### src/rtl/register_file_pkg.sv
// Shared constants for the RV32 integer register file: widths, the x0 index
// and the readOrWrite mode encodings.
package register_file_pkg;

  localparam int XLEN      = 32;
  localparam int REG_IDX_W = 5;
  localparam int NUM_REGS  = 1 << REG_IDX_W;

  localparam logic [REG_IDX_W-1:0] ZERO_REG = 5'd0;

  localparam logic RW_WRITE = 1'b0;
  localparam logic RW_READ  = 1'b1;

  typedef logic [XLEN-1:0]      xreg_t;
  typedef logic [REG_IDX_W-1:0] xidx_t;

  // True when an index names the hardwired-zero register.
  function automatic logic is_zero_reg(input xidx_t idx);
    return idx == ZERO_REG;
  endfunction

endpackage

### src/rtl/register_file_if.sv
// Decode/write-back side bundle of the register file: one write port and two
// combinational read ports.
interface register_file_if
  import register_file_pkg::*;
#(
  parameter int DATA_W = XLEN,
  parameter int ADDR_W = REG_IDX_W
);

  logic [ADDR_W-1:0] rd;
  logic [ADDR_W-1:0] rs1;
  logic [ADDR_W-1:0] rs2;
  logic [DATA_W-1:0] Write;
  logic              readOrWrite;
  logic [DATA_W-1:0] RegOutput1;
  logic [DATA_W-1:0] RegOutput2;

  modport master (
    output rd, rs1, rs2, Write, readOrWrite,
    input  RegOutput1, RegOutput2
  );

  modport slave (
    input  rd, rs1, rs2, Write, readOrWrite,
    output RegOutput1, RegOutput2
  );

endinterface

### src/rtl/register_file_read_port.sv
// One combinational read port: selects an entry of the storage array, forcing
// index 0 to read as zero regardless of what the array holds there.
module register_file_read_port
  import register_file_pkg::*;
#(
  parameter int DATA_W = XLEN,
  parameter int ADDR_W = REG_IDX_W,
  parameter int NREGS  = 1 << ADDR_W
) (
  input  logic [ADDR_W-1:0] addr,
  input  logic [DATA_W-1:0] regs [NREGS],
  output logic [DATA_W-1:0] data
);

  always_comb begin
    data = '0;
    if (addr != ADDR_W'(ZERO_REG)) begin
      data = regs[addr];
    end
  end

endmodule

### src/rtl/register_file.sv
// RV32 integer register file: 32 x 32-bit, two combinational read ports, one
// synchronous write port, x0 hardwired to zero, synchronous reset clears all.
module register_file
  import register_file_pkg::*;
#(
  parameter int DATA_W = XLEN,
  parameter int ADDR_W = REG_IDX_W
) (
  input  logic            clk,
  input  logic            rst,
  register_file_if.slave  bus
);

  localparam int NREGS = 1 << ADDR_W;

  logic [DATA_W-1:0] regs_reg [NREGS];
  logic [NREGS-1:0]  we_vec;
  logic              write_en;
  logic [ADDR_W-1:0] rs_addr [2];
  logic [DATA_W-1:0] rs_data [2];

  assign write_en = (bus.readOrWrite == RW_WRITE);

  // Per-entry write decode; entry 0 never gets an enable, so x0 writes vanish.
  genvar gi;
  generate
    for (gi = 0; gi < NREGS; gi++) begin : g_we
      if (gi == 0) begin : g_zero
        assign we_vec[gi] = 1'b0;
      end else begin : g_live
        assign we_vec[gi] = write_en && (bus.rd == ADDR_W'(gi));
      end
    end
  endgenerate

  // Reset wins over a write presented on the same edge.
  always_ff @(posedge clk) begin
    if (rst) begin
      for (int i = 0; i < NREGS; i++) begin
        regs_reg[i] <= '0;
      end
    end else begin
      for (int i = 0; i < NREGS; i++) begin
        if (we_vec[i]) begin
          regs_reg[i] <= bus.Write;
        end
      end
    end
  end

  assign rs_addr[0] = bus.rs1;
  assign rs_addr[1] = bus.rs2;

  // No write-to-read bypass: reads see the array as it stood before the edge.
  generate
    for (gi = 0; gi < 2; gi++) begin : g_rd
      register_file_read_port #(
        .DATA_W (DATA_W),
        .ADDR_W (ADDR_W),
        .NREGS  (NREGS)
      ) u_port (
        .addr (rs_addr[gi]),
        .regs (regs_reg),
        .data (rs_data[gi])
      );
    end
  endgenerate

  assign bus.RegOutput1 = rs_data[0];
  assign bus.RegOutput2 = rs_data[1];

endmodule

### src/flat_wrapper.sv
// flat-port wrapper written by rule: the top's interface ports become plain ports
module register_file_flat import register_file_pkg::*;
#(
  parameter int DATA_W = XLEN,
  parameter int ADDR_W = REG_IDX_W
)
  (clk, rst, bus_rd, bus_rs1, bus_rs2, bus_Write, bus_readOrWrite, bus_RegOutput1, bus_RegOutput2);
  register_file_if #(.DATA_W(DATA_W), .ADDR_W(ADDR_W)) bus_i ();
  input  logic clk;
  input  logic rst;
  input wire logic [$bits(bus_i.rd)-1:0] bus_rd;
  input wire logic [$bits(bus_i.rs1)-1:0] bus_rs1;
  input wire logic [$bits(bus_i.rs2)-1:0] bus_rs2;
  input wire logic [$bits(bus_i.Write)-1:0] bus_Write;
  input wire logic [$bits(bus_i.readOrWrite)-1:0] bus_readOrWrite;
  output wire logic [$bits(bus_i.RegOutput1)-1:0] bus_RegOutput1;
  output wire logic [$bits(bus_i.RegOutput2)-1:0] bus_RegOutput2;
  assign bus_i.rd = bus_rd;
  assign bus_i.rs1 = bus_rs1;
  assign bus_i.rs2 = bus_rs2;
  assign bus_i.Write = bus_Write;
  assign bus_i.readOrWrite = bus_readOrWrite;
  assign bus_RegOutput1 = bus_i.RegOutput1;
  assign bus_RegOutput2 = bus_i.RegOutput2;
  register_file #(.DATA_W(DATA_W), .ADDR_W(ADDR_W)) u_core (.clk(clk), .rst(rst), .bus(bus_i));
endmodule
### config.mk
export PLATFORM = sky130hd
export DESIGN_NAME = register_file_flat
export DESIGN_NICKNAME = d
export VERILOG_FILES = /design/src/rtl/register_file_pkg.sv /design/src/rtl/register_file_if.sv /design/src/rtl/register_file_read_port.sv /design/src/rtl/register_file.sv /design/src/flat_wrapper.sv
export SDC_FILE = /design/constraint.sdc
export NUM_CORES = 2
export LEC_CHECK = 0
export ABC_AREA = 1
export CAP_MARGIN = 20
export CORE_MARGIN = 3
export CORE_UTILIZATION = 45
export CTS_BUF_LIST = sky130_fd_sc_hd__clkbuf_4 sky130_fd_sc_hd__clkbuf_8 sky130_fd_sc_hd__clkbuf_16
export CTS_CLUSTER_DIAMETER = 60
export DETAILED_ROUTE_END_ITERATION = 7
export HOLD_SLACK_MARGIN = 0.1
export PLACE_DENSITY = 0.7
export REMOVE_ABC_BUFFERS = 1
export SYNTH_ARGS = -nofsm -noshare
export SYNTH_HDL_FRONTEND = slang
export SYNTH_SLANG_ARGS = --single-unit
export TNS_END_PERCENT = 5
### constraint.sdc
create_clock -name clk -period 2.29 [get_ports clk]
set_input_delay 0.458 -clock clk [delete_from_list [all_inputs] [get_ports clk]]
set_output_delay 0.458 -clock clk [all_outputs]
set_load 0.05 [all_outputs]
# Word level (Yosys, flattened, before mapping)
# Index checks and enable logic that the tools add are counted.
[totals]
ff_bits = 992
latchBits = 0
ram_bits = 0
rom_bits = 0
inputBits = 50
output_inout_bits = 64
memories = 0
[classes]
add_sub_neg = 0
mul = 0
div = 0
magnitude_cmp = 2
n_eq_ne = 31
shifts = 0
n_mux = 8
n_bitwise = 3
n_reduce_logical = 33
[ops]
columns = ["operator", "count"]
rows = [
  ["32-bit binary-select mux with 5-bit select", 2],
  ["32-bit 2-to-1 mux", 6],
  ["5-bit == test (second input constant)", 16],
  ["5-bit by 4-bit == test with 1-bit output (second input constant)", 8],
  ["1-bit logical AND", 31],
  ["5-bit by 3-bit == test with 1-bit output (second input constant)", 4],
  ["6-bit >= comparator (second input constant)", 2],
  ["5-bit inverter with 6-bit output", 2],
  ["5-bit by 2-bit == test with 1-bit output (second input constant)", 2],
  ["5-bit nonzero test", 2],
  ["5-bit by 1-bit == test with 1-bit output (second input constant)", 1],
  ["1-bit inverter", 1],
]

# Longest topological paths before layout
[depth]
depth_word = 5
mapped_depth = 12
mapped_depth_nobuf = 9

# By module
# A second synthesis with hierarchy kept.
[hier_totals]
cells_unflattened = 11784
area_unflattened_um2 = 64525.6
[modules_own_cells]
columns = ["module", "instances", "cells_per_inst", "area_per_inst_um2"]
rows = [
  ["register_file", 1, 6856, 43050.0],
  ["register_file_read_port", 2, 2464, 10737.8],
]

# Least setup slack after synthesis
# Ideal clock, no wire load.
[synth_timing]
kind = "in2out"
start = "in bus_rs1[1]"
end = "out bus_RegOutput1[24]"
t_arrival_ps = 1796
t_required_ps = 1832
slack_ps = 36
stages = 10
n_path_buf = 3
path_cell_list = "buf_2 > inv_1 > buf_2 > buf_1 > nand3_1 > nand3_1 > nand3_1 > nand2_1 > nand2_1 > nand2_1"
[synth_between]
elab_chain_cells = 5
[synth_rtl]
columns = ["item", "line", "rtl"]
rows = [
  ["start: declaration", "flat_wrapper.sv:12", "input wire logic [$bits(bus_i.rs1)-1:0] bus_rs1;"],
  ["5-bit inverter with 6-bit output (implied by the code)", "register_file_read_port.sv:18", "data = regs[addr];"],
  ["32-bit binary-select mux with 5-bit select", "register_file_read_port.sv:18", ""],
  ["32-bit 2-to-1 mux (implied by the code) (2 in a row)", "register_file_read_port.sv:18", ""],
  ["32-bit 2-to-1 mux *", "register_file_read_port.sv:17", "if (addr != ADDR_W'(ZERO_REG)) begin"],
  ["end: declaration", "flat_wrapper.sv:16", "output wire logic [$bits(bus_i.RegOutput1)-1:0] bus_RegOutput1;"],
]
# Every way passes the cells marked *; elsewhere a longest branch is shown, timed or not. The select of a mux whose other input is x is not followed.

# Worst setup path after layout
[layout_timing]
start = "reg u_core.regs_reg[833] (netlist name)"
end = "out bus_RegOutput1[1]"
[layout_between]
elab_chain_cells = 4
[layout_rtl]
columns = ["item", "line", "rtl"]
rows = [
  ["start: declaration", "register_file.sv:16", "logic [DATA_W-1:0] regs_reg [NREGS];"],
  ["start signal: indexed assignment", "register_file.sv:45", "regs_reg[i] <= bus.Write;"],
  ["32-bit binary-select mux with 5-bit select", "register_file_read_port.sv:18", ""],
  ["32-bit 2-to-1 mux (implied by the code) (2 in a row)", "register_file_read_port.sv:18", ""],
  ["32-bit 2-to-1 mux", "register_file_read_port.sv:17", ""],
]
# No other way between the ends. The select of a mux whose other input is x is not followed.

==> impl_results.rst <==
.. list-table::
   :header-rows: 1

   * - Metric
     - Value
   * - Clock sink count
     - between 900 and 1000
   * - Global route total overflow
     - 0
   * - Number of filler instances in the final layout
     - 11400
   * - Gate count after technology mapping
     - approximately 9000
   * - Post-route fraction of the period consumed by the critical path
     - 103%
   * - Share of the core filled with cells
     - ~56%
   * - Fraction of met3 tracks used by global routing
     - 6.99%
   * - Height of the die
     - around 360 um
   * - P&R area growth vs syn
     - 22.2%
   * - Max Fanout on Critical Path
     - 3
   * - First-pass GRT wire length
     - 336000 um
   * - Number of failing setup endpoints in the final timing report
     - 60
   * - Share of the synthesized area in compound gates (AO/OA/AOI/OAI)
     - about an eighth
   * - Crit path kind
     - reg -> out
   * - Cell-by-cell trace of the critical path
     - nand2_1, nand3_1, nand2_1, nand2_1, nand3_1, nand2_1, nand2_1, nand2_2, buf_12
   * - Smallest hold slack
     - ~190 ps
   * - Critical Path Source Type
     - flip-flop
   * - Synth Area in Simple Gates
     - 39.8%
   * - Average wire per cell in the routed design
     - slightly above 20 um
   * - Outcome
     - complete, but fails checks
   * - Most crowded layer after global routing
     - met2
   * - Critical path arrival
     - approximately 1900 ps
   * - CTS H-Tree Depth
     - 3
   * - Netlist cell types
     - 17
   * - Number of flip-flops in the largest register
     - 992
   * - Setup WS post-layout
     - -78.6 ps
   * - Detailed Place HPWL
     - 137000 um
   * - Maximum number of pins on one net before global-route repair
     - 95
   * - Static Leakage
     - approximately 30 nW
   * - DRC Markers
     - 1
   * - Clock latency reported for the late side of the worst-skew pair
     - approximately 730 ps
   * - Number of failing hold endpoints at the final stage
     - 0
   * - Post-route minimum period
     - about 2400 ps
   * - Starting density of the core
     - 45.7%
   * - Leading cell types by total area after synthesis
     - dfxtp_1 35%, nand2_1 17%, nand3_1 16%
   * - Slew at the pin closest to its max-slew limit
     - around 510 ps
   * - Most frequent standard cell in the layout excluding fill and tap cells
     - nand2_1
   * - Bufs on Longest Clock Path
     - 3
   * - Drt first-iter violations
     - 8585
   * - Placeable core region
     - around 120000 um^2
   * - Failing checks
     - design-rule violations, negative setup slack
   * - CP bufs+invs
     - 1
   * - Max cap viols
     - 0
   * - Achievable frequency
     - 0.422 GHz
   * - Global-route total usage across every layer
     - ~33%
   * - Number of top-level pins
     - 114
   * - Die Area
     - approximately 130000 um^2
   * - Via count of the first global-routing pass
     - 58700
   * - Post-synth top area share
     - 35.5%
   * - Cell Area, Synth
     - 56000 um^2
   * - Most prevalent standard cell on the critical path
     - nand2_1
   * - Combinational family with the most area after synthesis
     - simple AND/OR/NAND/NOR gates
   * - Die W
     - 359 um
   * - Syn Area/Cell
     - between 6 and 7 um^2
   * - Unrepaired setup endpoints after global routing
     - true
   * - Number of synthesized register bits
     - 992
   * - Adder-cell share of the synthesized area
     - 0%
   * - Critical path's top delay family
     - simple AND/OR/NAND/NOR gates
   * - Clock-pin transition on the worst setup and hold timing paths
     - 60 ps
   * - TritonCTS clock tree
     - done
   * - Met1 Track Usage GR
     - 43.3%
   * - Routability-driven placement congestion ratio
     - between 0.9 and 1
   * - Vias
     - ~63000
   * - Xor/xnor share of the synthesized area
     - 0%
   * - Pwr dens
     - around 630 nW/um^2
   * - Number of warnings issued by yosys
     - 0
   * - Kind of end point of the critical path
     - output pin
   * - Routed wire length
     - 219000 um
   * - Length of the first detailed-routing pass in iterations
     - 8
   * - Crit-path slowest cell
     - dfxtp_1
   * - Relative slew slack
     - 65.7%
   * - Number of buffers inserted during clock tree synthesis
     - 110
   * - Multiplexer share of the synthesized area
     - 0%
   * - Vias/cell
     - about 6
   * - Number of I/O port buffers
     - approximately 110
   * - Row count
     - 128
   * - Longest individual stage delay on the worst path
     - 350 ps
   * - Number of cells in the finished layout apart from fillers
     - 10600
   * - Clock Skews
     - 0 ps
   * - Number of routed nets with antenna violations
     - 0
   * - CTS root buf
     - clkbuf_16
   * - Cell type contributing the most total cell area after synthesis
     - dfxtp_1
   * - Worst hold-check path type
     - in -> reg
   * - Post-synthesis sequential area ratio
     - between 30% and 40%
   * - Proportion of layout cells with a drive suffix above 1
     - 14.3%
   * - Antenna violations before repair
     - 1
   * - WP data required
     - ~1800 ps
   * - Highest-count cells in the layout ignoring fill and taps
     - 2452 x nand2_1, 1753 x nand3_1, 850 x dfxtp_1, 840 x nor2_1, 832 x a211oi_1
   * - NumNets Final
     - 8940
   * - Met2 usage in global routing
     - 50.3%
   * - Number of pins with negative max-slew slack in the final report
     - 0
   * - Diodes inserted
     - 0
   * - DP Cell Count
     - 10400
   * - Total power after layout
     - 43.4 mW
   * - Largest voltage drop on the vdd net
     - between 0.0005 and 0.0006 V
## timing repair
action / in CTS / in global routing
hold buffers: 0 / 0
resized for setup: 398 / 105
setup endpoints to repair: 64 / 64
pin swaps: 130 / 43
buffers inserted: 2 / 9
gates cloned: 1 / 4
## cells by family (layout without fill, tap and decap cells)
logic type             Yosys count  in the layout
and+or+nand+nor               5304           5304
DFF                            992            992
AOI/OAI and AO/OA              992            992
buffers and inverters         1704           1684
## power breakdown
group          internal, mW  total [mW]  switching [mW]
Clock                  10.6        18.1            7.51
Sequential             17.5        17.5          0.0696
Combinational          2.78        7.69            4.90
Total                  30.9        43.4            12.5
## per-stage QoR
step	worst slack [ps]	TNS (ps)	instance area, um^2
after floorplan	-3210	-879180	52500
after global placement	-154	-5230	63300
after detailed placement	-151	-6160	63300
after CTS	-69.3	-2190	68000
after global routing	-188	-7310	68500
final	-78.6	-2220	68500
## final timing paths
| path | start | endpoint | slack [ps] | depth (start not counted) |
|---|---|---|---|---|
| worst max register to register | u_core.regs_reg[661] | u_core.regs_reg[661] | 1450 | 3 |
| worst min-delay path | rst | u_core.regs_reg[423] | 190 | 2 |
| worst min register to register | u_core.regs_reg[791] | u_core.regs_reg[791] | 470 | 2 |
| worst max-delay path | u_core.regs_reg[833] | bus_RegOutput1[1] | -80 | 9 |
## cells in the mapped netlist
master and n:
nand2_1 2593, nand3_1 1842, dfxtp_1 992, inv_1 855
nor2_1 842, a211oi_1 832, clkbuf_1 397, buf_2 260
buf_1 161, a21oi_1 160, nand2_2 18, buf_4 15
inv_2 13, nor2_2 4, buf_6 3, nand3_2 3
nor2_4 2
## metal layers
| layer | part of all wire [%] | vias up |
|---|---|---|
| met5 | 0.0059 | - |
| met4 | 5.7 | 2 |
| met3 | 12 | 884 |
| met2 | 43 | 4155 |
| met1 | 39 | 28600 |
| li1 | - | 29100 |
## final cells by class
class                      count  area, um^2  area share (%)
tap                         1625        2030            2.97
sequential                   992       20000            29.3
multi-input combinational   6296       30400            44.5
clock inverter                30         348           0.508
clock buffer                 164        3310            4.84
timing repair buffer         622        8970            13.1
inverter                     868        3320            4.85
## worst reg2reg max path, delay by kind of cell, from the launching register on
family	cells	cell delay, ps
compound gates	1	250
flops	1	320
buf+inv	2	180
(Power assumes the default switching activity.)
